[src/rtl/alarm_unit_pkg.sv]
// Shared definitions for the alarm stage: FSM states, field-select codes
// and BCD limits of the hour/minute setpoint.
package alarm_unit_pkg;

  typedef enum logic [2:0] {
    ST_IDLE     = 3'd0,
    ST_SET_HOUR = 3'd1,
    ST_SET_MIN  = 3'd2,
    ST_RING     = 3'd3,
    ST_SNOOZE   = 3'd4
  } alarm_state_t;

  localparam logic [1:0] FIELD_NONE = 2'b00;
  localparam logic [1:0] FIELD_HOUR = 2'b01;
  localparam logic [1:0] FIELD_MIN  = 2'b10;

  localparam logic [1:0] HOUR_TENS_MAX  = 2'd2;
  localparam logic [3:0] HOUR_UNITS_TOP = 4'd3;
  localparam logic [2:0] MIN_TENS_MAX   = 3'd5;
  localparam logic [3:0] BCD_UNITS_MAX  = 4'd9;

  function automatic logic [1:0] field_of(input alarm_state_t s);
    logic [1:0] f;
    case (s)
      ST_SET_HOUR: f = FIELD_HOUR;
      ST_SET_MIN:  f = FIELD_MIN;
      default:     f = FIELD_NONE;
    endcase
    return f;
  endfunction

endpackage

[src/rtl/alarm_setpoint.sv]
// Four BCD setpoint digits with wrap-around increments: hour 00..23,
// minute 00..59 (no carry from minute into hour).
module alarm_setpoint
  import alarm_unit_pkg::*;
(
  input  logic       i_Clock,
  input  logic       i_Reset_n,
  input  logic       i_Inc_Hour,
  input  logic       i_Inc_Min,
  output logic [3:0] o_Units_Min,
  output logic [2:0] o_Tens_Min,
  output logic [3:0] o_Units_Hour,
  output logic [1:0] o_Tens_Hour
);

  logic [3:0] r_Units_Min;
  logic [2:0] r_Tens_Min;
  logic [3:0] r_Units_Hour;
  logic [1:0] r_Tens_Hour;

  // Hour digits: 23 wraps to 00, x9 carries into the tens digit.
  always_ff @(posedge i_Clock or negedge i_Reset_n) begin
    if (!i_Reset_n) begin
      r_Units_Hour <= 4'd0;
      r_Tens_Hour  <= 2'd0;
    end else if (i_Inc_Hour) begin
      if (r_Tens_Hour == HOUR_TENS_MAX && r_Units_Hour == HOUR_UNITS_TOP) begin
        r_Units_Hour <= 4'd0;
        r_Tens_Hour  <= 2'd0;
      end else if (r_Units_Hour == BCD_UNITS_MAX) begin
        r_Units_Hour <= 4'd0;
        r_Tens_Hour  <= r_Tens_Hour + 2'd1;
      end else begin
        r_Units_Hour <= r_Units_Hour + 4'd1;
      end
    end
  end

  // Minute digits: 59 wraps to 00.
  always_ff @(posedge i_Clock or negedge i_Reset_n) begin
    if (!i_Reset_n) begin
      r_Units_Min <= 4'd0;
      r_Tens_Min  <= 3'd0;
    end else if (i_Inc_Min) begin
      if (r_Units_Min == BCD_UNITS_MAX) begin
        r_Units_Min <= 4'd0;
        r_Tens_Min  <= (r_Tens_Min == MIN_TENS_MAX) ? 3'd0 : r_Tens_Min + 3'd1;
      end else begin
        r_Units_Min <= r_Units_Min + 4'd1;
      end
    end
  end

  assign o_Units_Min  = r_Units_Min;
  assign o_Tens_Min   = r_Tens_Min;
  assign o_Units_Hour = r_Units_Hour;
  assign o_Tens_Hour  = r_Tens_Hour;

endmodule

[src/rtl/alarm_unit.sv]
// Alarm stage: setpoint editing, edge-detected match against live time and
// the ring/snooze state machine gating the tone onto the buzzer.
module alarm_unit
  import alarm_unit_pkg::*;
#(
  parameter int unsigned RING_TIMEOUT_SEC = 60,
  parameter int unsigned SNOOZE_MIN       = 5
) (
  input  logic       i_Clock,
  input  logic       i_Reset_n,
  input  logic       i_Enable_1Hz,
  input  logic       i_Tone,
  input  logic       i_Beep_Gate,
  input  logic       i_Set_Alarm,
  input  logic       i_Up,
  input  logic       i_Arm,
  input  logic [3:0] i_Units_Sec,
  input  logic [2:0] i_Tens_Sec,
  input  logic [3:0] i_Units_Min,
  input  logic [2:0] i_Tens_Min,
  input  logic [3:0] i_Units_Hour,
  input  logic [1:0] i_Tens_Hour,
  output logic [3:0] o_Alarm_Units_Min,
  output logic [2:0] o_Alarm_Tens_Min,
  output logic [3:0] o_Alarm_Units_Hour,
  output logic [1:0] o_Alarm_Tens_Hour,
  output logic [1:0] o_Set_Field,
  output logic       o_Armed,
  output logic       o_Ringing,
  output logic       o_Buzzer
);

  localparam logic [7:0] RING_LAST   = 8'(RING_TIMEOUT_SEC - 1);
  localparam logic [9:0] SNOOZE_LOAD = 10'(SNOOZE_MIN * 60);

  alarm_state_t r_State, w_Next_State;
  logic       r_Armed, w_Armed_Next;
  logic       r_Match_d;
  logic [7:0] r_Ring_Cnt, w_Ring_Cnt_Next;
  logic [9:0] r_Snooze_Cnt, w_Snooze_Cnt_Next;
  logic       r_Ringing, r_Buzzer;
  logic [1:0] r_Set_Field;
  logic       w_Match, w_Trigger, w_Dismiss;
  logic       w_Ringing_Next, w_Buzzer_Next;
  logic [1:0] w_Set_Field_Next;

  alarm_setpoint u_setpoint (
    .i_Clock      (i_Clock),
    .i_Reset_n    (i_Reset_n),
    .i_Inc_Hour   ((r_State == ST_SET_HOUR) && i_Up),
    .i_Inc_Min    ((r_State == ST_SET_MIN) && i_Up),
    .o_Units_Min  (o_Alarm_Units_Min),
    .o_Tens_Min   (o_Alarm_Tens_Min),
    .o_Units_Hour (o_Alarm_Units_Hour),
    .o_Tens_Hour  (o_Alarm_Tens_Hour)
  );

  assign w_Match = ({i_Tens_Hour, i_Units_Hour} == {o_Alarm_Tens_Hour, o_Alarm_Units_Hour})
                && ({i_Tens_Min, i_Units_Min} == {o_Alarm_Tens_Min, o_Alarm_Units_Min})
                && (i_Units_Sec == 4'd0) && (i_Tens_Sec == 3'd0);
  // Only the first matching cycle triggers, so one ring per matching minute.
  assign w_Trigger = w_Match && !r_Match_d && r_Armed && (r_State == ST_IDLE);
  assign w_Dismiss = i_Set_Alarm || i_Arm;

  // State, armed flag, counters and match history.
  always_ff @(posedge i_Clock or negedge i_Reset_n) begin
    if (!i_Reset_n) begin
      r_State      <= ST_IDLE;
      r_Armed      <= 1'b0;
      r_Match_d    <= 1'b0;
      r_Ring_Cnt   <= 8'd0;
      r_Snooze_Cnt <= 10'd0;
    end else begin
      r_State      <= w_Next_State;
      r_Armed      <= w_Armed_Next;
      r_Match_d    <= w_Match;
      r_Ring_Cnt   <= w_Ring_Cnt_Next;
      r_Snooze_Cnt <= w_Snooze_Cnt_Next;
    end
  end

  // Next state; dismiss beats snooze beats timeout/expiry.
  always_comb begin
    w_Next_State      = r_State;
    w_Armed_Next      = r_Armed;
    w_Ring_Cnt_Next   = r_Ring_Cnt;
    w_Snooze_Cnt_Next = r_Snooze_Cnt;
    case (r_State)
      ST_IDLE: begin
        if (i_Arm) begin
          w_Armed_Next = !r_Armed;
        end else begin
          w_Armed_Next = r_Armed;
        end
        if (i_Set_Alarm) begin
          w_Next_State = ST_SET_HOUR;
        end else if (w_Trigger && !i_Arm) begin
          w_Next_State    = ST_RING;
          w_Ring_Cnt_Next = 8'd0;
        end else begin
          w_Next_State = ST_IDLE;
        end
      end
      ST_SET_HOUR: begin
        if (i_Set_Alarm) begin
          w_Next_State = ST_SET_MIN;
        end else begin
          w_Next_State = ST_SET_HOUR;
        end
      end
      ST_SET_MIN: begin
        if (i_Set_Alarm) begin
          w_Next_State = ST_IDLE;
          w_Armed_Next = 1'b1;
        end else begin
          w_Next_State = ST_SET_MIN;
        end
      end
      ST_RING: begin
        if (w_Dismiss) begin
          w_Next_State = ST_IDLE;
        end else if (i_Up) begin
          w_Next_State      = ST_SNOOZE;
          w_Snooze_Cnt_Next = SNOOZE_LOAD;
        end else if (i_Enable_1Hz) begin
          if (r_Ring_Cnt == RING_LAST) begin
            w_Next_State = ST_IDLE;
          end else begin
            w_Ring_Cnt_Next = r_Ring_Cnt + 8'd1;
          end
        end else begin
          w_Next_State = ST_RING;
        end
      end
      ST_SNOOZE: begin
        if (w_Dismiss) begin
          w_Next_State = ST_IDLE;
        end else if (i_Enable_1Hz) begin
          if (r_Snooze_Cnt == 10'd1) begin
            w_Next_State      = ST_RING;
            w_Ring_Cnt_Next   = 8'd0;
            w_Snooze_Cnt_Next = 10'd0;
          end else begin
            w_Snooze_Cnt_Next = r_Snooze_Cnt - 10'd1;
          end
        end else begin
          w_Next_State = ST_SNOOZE;
        end
      end
      default: begin
        w_Next_State = ST_IDLE;
      end
    endcase
  end

  // Output decode from the next state so registered outputs align with it.
  always_comb begin
    w_Ringing_Next   = (w_Next_State == ST_RING);
    w_Buzzer_Next    = w_Ringing_Next && i_Tone && i_Beep_Gate;
    w_Set_Field_Next = field_of(w_Next_State);
  end

  // Registered outputs.
  always_ff @(posedge i_Clock or negedge i_Reset_n) begin
    if (!i_Reset_n) begin
      r_Ringing   <= 1'b0;
      r_Buzzer    <= 1'b0;
      r_Set_Field <= FIELD_NONE;
    end else begin
      r_Ringing   <= w_Ringing_Next;
      r_Buzzer    <= w_Buzzer_Next;
      r_Set_Field <= w_Set_Field_Next;
    end
  end

  assign o_Armed     = r_Armed;
  assign o_Ringing   = r_Ringing;
  assign o_Buzzer    = r_Buzzer;
  assign o_Set_Field = r_Set_Field;

endmodule
[config.mk]
export PLATFORM = sky130hd
export DESIGN_NAME = alarm_unit
export DESIGN_NICKNAME = d
export VERILOG_FILES = /design/src/rtl/alarm_unit_pkg.sv /design/src/rtl/alarm_setpoint.sv /design/src/rtl/alarm_unit.sv
export SDC_FILE = /design/constraint.sdc
export NUM_CORES = 1
export LEC_CHECK = 0
export ABC_AREA = 1
export BUFFER_PORTS_ARGS = -buffer_cell sky130_fd_sc_hd__buf_2
export CAP_MARGIN = 20
export CORE_ASPECT_RATIO = 0.75
export CORE_UTILIZATION = 60
export CTS_CLUSTER_DIAMETER = 200
export DETAILED_ROUTE_END_ITERATION = 7
export PLACE_DENSITY_LB_ADDON = 0.3
export SLEW_MARGIN = 20
export SYNTH_ARGS = -nofsm -noshare
export SYNTH_HDL_FRONTEND = slang
export SYNTH_SLANG_ARGS = --single-unit
[constraint.sdc]
create_clock -name i_Clock -period 2.8 [get_ports i_Clock]
set_input_delay 0.14 -clock i_Clock [delete_from_list [all_inputs] [get_ports i_Clock]]
set_output_delay 0.14 -clock i_Clock [all_outputs]
set_load 0.02 [all_outputs]
== Word-level counts from Yosys, hierarchy flattened ==
Cells that the tools add are included.
Operators by class
  equality and inequality tests: 28
  reductions and logical operators: 28
  mux-type cells: 38
  add/sub/neg operators: 6
Operators by type and width (count)
  $mux W8: 9
  $mux W10: 5
  $mux W3: 8
  $pmux W8 S3: 1
  $ne A2 B2 Y1 const B: 11
  $pmux W10 S2: 1
  $pmux W3 S5: 1
  $eq A3 B2 Y1 const B: 4
  $logic_and A1 B1 Y1: 12
  $mux W2: 6
  $mux W4: 3
  $eq A10 B1 Y1 const B: 1
  $reduce_and A10 Y1: 1
  $sub A10 B1 Y10 const B: 1
  $add A4 B1 Y4 const B: 2
  $add A8 B1 Y8 const B: 1
  $eq A4 B4 Y1 const B: 2
  $eq A8 B6 Y1 const B: 1
  $eq A7 B7 Y1: 1
  $eq A3 B1 Y1 const B: 2
  $eq A3 B3 Y1 const B: 2
  $eq A6 B6 Y1: 1
  $logic_not A3 Y1: 2
  $reduce_bool A2 Y1: 3
  other kinds (15): 19
Storage, ports and cells
  register bits: 40
  bits of input ports: 28
  output and inout port bits: 18

== Longest topological paths before layout ==
  depth after elaboration: 14
  mapped depth: 12
  mapped depth without buffers: 12

== Hierarchy ==
Synthesis repeated with hierarchy kept, for this count alone.
Second synthesis, totals
  cells, all modules: 378
  area total of the unflattened synthesis: 2646.3 um^2
Modules (own cells, without submodules)
  alarm_unit: area each 1954.4 um^2, seq. area each 675.6 um^2, cells an instance 293, times used 1
  alarm_setpoint: area each 691.9 um^2, seq. area each 325.3 um^2, cells an instance 85, times used 1

== Worst setup path before layout ==
No wires, ideal clock.
  path type: flip-flop to flip-flop
  start: register r_Snooze_Cnt[1]
  end: register r_Ring_Cnt[2]
  cell stages (with the launch flop): 12
  slack: 1164 ps
  data arrival time: 1519 ps
  library setup time: 117 ps
  clock period less this slack: 1636 ps
  cells stage by stage: dfrtp_1 > inv_1 > ha_1 > nand2_1 > nor2_1 > nand3_2 > nand2_2 > nand2_1 > nor3_4 > nand2_4 > nand2_1 > nand2_1
Between the ends
  word-level cells in the longest chain between the ends: 3
RTL lines
  start, declared: RTL line alarm_unit.sv:40  | logic [9:0] r_Snooze_Cnt, w_Snooze_Cnt_Next;
  start signal, assigned: RTL line alarm_unit.sv:78  | r_Snooze_Cnt <= w_Snooze_Cnt_Next;
  $eq A10 B1 Y1: RTL line alarm_unit.sv:139  | if (r_Snooze_Cnt == 10'd1) begin
  $ne A2 B2 Y1 (no line)
  $reduce_and A10 Y1 (no line)
  end signal, assigned: RTL line alarm_unit.sv:77  | r_Ring_Cnt <= w_Ring_Cnt_Next;
  end, declared: RTL line alarm_unit.sv:39  | logic [7:0] r_Ring_Cnt, w_Ring_Cnt_Next;
Every way passes these cells.
A chain may end at the register's enable or synchronous reset.

== Worst setup path in the final report ==
  start: register r_State[2]
  end: register r_Snooze_Cnt[4]
Between the ends
  word-level cells in the longest chain between the ends: 3
RTL lines
  start, declared: RTL line alarm_unit.sv:36  | alarm_state_t r_State, w_Next_State;
  start signal, assigned: RTL line alarm_unit.sv:74  | r_State <= w_Next_State;
  $eq A3 B2 Y1 / $eq A3 B3 Y1 (equally long branches): RTL line alarm_unit.sv:88  | case (r_State)
  $ne A2 B2 Y1 (no line) / $reduce_bool A2 Y1 (equally long branches)
  $reduce_and A5 Y1 (no line)
Several ways; a longest one is shown, not always the timed one.

==> flow_summary.yaml <==
final_layout:
  multi_input_comb_area_um2: 1210
  post-route-util_pct: 74.6
  final_common_cell: "nand2_1"
  seq_area_um2: 1000
  fill_cells: 308
  syn_to_final_growth_pct: 15.3
  drive_gt1_share_pct: 18.1
  diodes: 0
  fin_nets: 427
  layout_common_cells: "nand2_1 (97), inv_1 (53), buf_2 (45)"
clock_network:
  cts_tree: "done"
  clk_latency_ns: 0.29
  cts_sinks: 40
  htreeDepth: 2
  clk_path_buf_depth: 2
  cts-buffers-inserted: 5
  cts-resized-gates: 0
  cts_root_buf: "clkbuf_8"
  cts.clk_slew.worst_paths_ns: 0.08
  cts_setup_buffers: 0
timing:
  slew_headroom_pct: 41.3
  worstMarginPinSlew_ns: 0.880
  fin_crit_sh_pct: 69.1
  min_period_ns: 1.93
  setup_violations: 0
  fmax_mhz: 517
  hold_violations: 0
  fin_skew_ns: 0.00728
  rsz0062_at_grt: "false"
  final_max_slew_viol_count: 0
  tns_ns: 0
drt:
  drtIter0Drc: 151
  via_per_inst: 5.38
  drcViolationCount: 0
  wl_per_cell_um: 12.3
  antenna_left: 0
  drtPass1Iterations: 4
  wl_um: 5540
  dr_total_vias: 2416
synth:
  async_flop_share_pct: 100
  synth_cells: 345
  ys_seq_elements: 40
  synth_nets: 376
  ys_seq_area_share_pct: 40.9
  synth_area_um2: 2450
  synth_edf_count: 0
  syn_avg_cell_area_um2: 7.09
  synthDistinctLibCells: 32
  ys.flop_type: "dfrtp_1"
  yosys_warnings: 0
place:
  gp_congestion: 0.895
  place_hpwl_um: 4210
  numPortBuffers: 45
pwr:
  powerDensity_nw_per_um2: 872
  leakagePower_nw: 1.56
  ir_worst_vdd_v: 0.000677
  power.total_mw: 2.46
grt:
  grt.total_usage_pct: 28.9
  antenna_found_initial: 0
  grt_pass1_vias: 2283
  grt_max_degree: 41
  grt_pass1_wl_um: 9520
  grt-ovfl-total: 0
critical_path:
  path_class: "reg2reg"
  required_ns: 2.98
  critPathArrivalTime_ns: 2.11
  critPathCaptureType: "flip-flop"
  path_max_fanout: 13
  critPathLaunchType: "flip-flop"
worst_hold_path:
  hold_class: "in2reg"
floorplanning:
  ios: 46
  num_rows: 19
  die_y_um: 57.3
  core_area_um2: 3780
  die-area_um2: 4340
  die_w_um: 75.7
  start_util_pct: 64.7
run_status:
  status: "finished clean"
flow_run:
  maxCapViolCount: 0
==> final cells by class <==
| cell class | count | area share, % |
|---|---|---|
| clock buffers | 6 | 2.93 |
| clock inverters | 2 | 0.355 |
| inverters | 57 | 7.58 |
| multi-input cells | 246 | 43.0 |
| flip-flops and latches | 40 | 35.5 |
| well taps | 52 | 2.31 |
| repair buffers | 46 | 8.34 |
==> synth_stat cells, types with 2 or more instances <==
| library cell | count | area (um^2) |
|---|---|---|
| dfrtp_1 | 40 | 1000 |
| o22ai_1 | 2 | 12.5 |
| xor2_1 | 7 | 61.3 |
| nand3_1 | 20 | 100 |
| nor2_4 | 2 | 22.5 |
| nand2_2 | 4 | 25.0 |
| inv_2 | 3 | 11.3 |
| o21ai_0 | 16 | 80.1 |
| nand3_2 | 3 | 30.0 |
| nand2_1 | 97 | 364 |
| a21oi_1 | 12 | 60.1 |
| ha_1 | 3 | 37.5 |
| nor2_1 | 42 | 158 |
| nor3_1 | 8 | 40.0 |
| inv_1 | 53 | 199 |
| nor2_2 | 4 | 25.0 |
| nor4_1 | 3 | 18.8 |
| xnor2_1 | 3 | 26.3 |
| a31oi_1 | 3 | 18.8 |
| nand4_1 | 8 | 50.1 |
==> kinds of logic after synthesis <==
| family | count (synthesis) | synth area share (%) |
|---|---|---|
| AOI/OAI and AO/OA | 38 | 8.49 |
| xor gates and xnor gates | 10 | 3.58 |
| adders and majority gates | 3 | 1.53 |
| buffers and inverters | 59 | 9.51 |
| DFF | 40 | 40.9 |
| and+or+nand+nor | 195 | 36.0 |
==> what timing repair did <==
action	in CTS	in global routing
hold buffers	1	0
endpoints found under the hold margin	27	0
setup endpoints to repair	0	0
==> state kept, by name, summed over array words and instances, names as in the netlist <==
signal / flops
u_setpoint.o_Units_Min: 4
r_Snooze_Cnt: 10
u_setpoint.o_Tens_Min: 3
r_Match_d: 1
o_Buzzer: 1
u_setpoint.o_Units_Hour: 4
o_Ringing: 1
r_State: 3
o_Set_Field: 2
u_setpoint.o_Tens_Hour: 2
o_Armed: 1
r_Ring_Cnt: 8
==> layer usage <==
| layer | GRT usage (%) | share of wire [%] | up-vias |
|---|---|---|---|
| met5 | 0 | 0 | - |
| met4 | 10.1 | 2.0 | 0 |
| met3 | 6.89 | 5.7 | 12 |
| met2 | 44.0 | 45 | 84 |
| met1 | 40.6 | 48 | 1128 |
| li1 | - | - | 1192 |
==> metrics by stage <==
step                std cells  cell area [um^2]  hold WS [ns]  setup slack [ns]
global placement          440              2720         0.294             0.956
detailed placement        440              2720         0.305             0.900
floorplan                 345              2450        -0.156              1.16
CTS                       449              2820        0.0596             0.881
finish                    449              2820        0.0604             0.866
global route              449              2820        0.0717             0.666
==> final timing paths <==
check,start,depth (start not counted),endpoint,slack [ns]
setup / recovery,r_State[2]$_DFF_PN0_,8,r_Snooze_Cnt[4]$_DFFE_PN0P_,0.87
min in group asynchronous,i_Reset_n,2,u_setpoint.o_Tens_Hour[1]$_DFFE_PN0P_,0.49
hold / removal,i_Tone,3,o_Buzzer$_DFF_PN0_,0.06
max in group asynchronous,i_Reset_n,2,o_Ringing$_DFF_PN0_,1.75
hold reg to reg,r_Ring_Cnt[3]$_DFFE_PN0P_,2,r_Ring_Cnt[3]$_DFFE_PN0P_,0.50
setup reg to reg,r_State[2]$_DFF_PN0_,8,r_Snooze_Cnt[4]$_DFFE_PN0P_,0.87
==> critical path: stages, from the launching register on <==
cell and delay, ns:
dfrtp_1 0.41, inv_1 0.13, nand3_2 0.23, nor2_4 0.17, nor2_1 0.06, nor2_2 0.38, inv_1 0.17, o21ai_0 0.19
a21oi_1 0.08
==> power breakdown <==
part           internal (mW)  switching [mW]  leakage (nW)
clock                  0.197           0.204        0.0510
combinational          0.364           0.750          1.02
sequential             0.754           0.191         0.491
total                   1.31            1.14          1.56
Power figures use the tool's default switching activity.
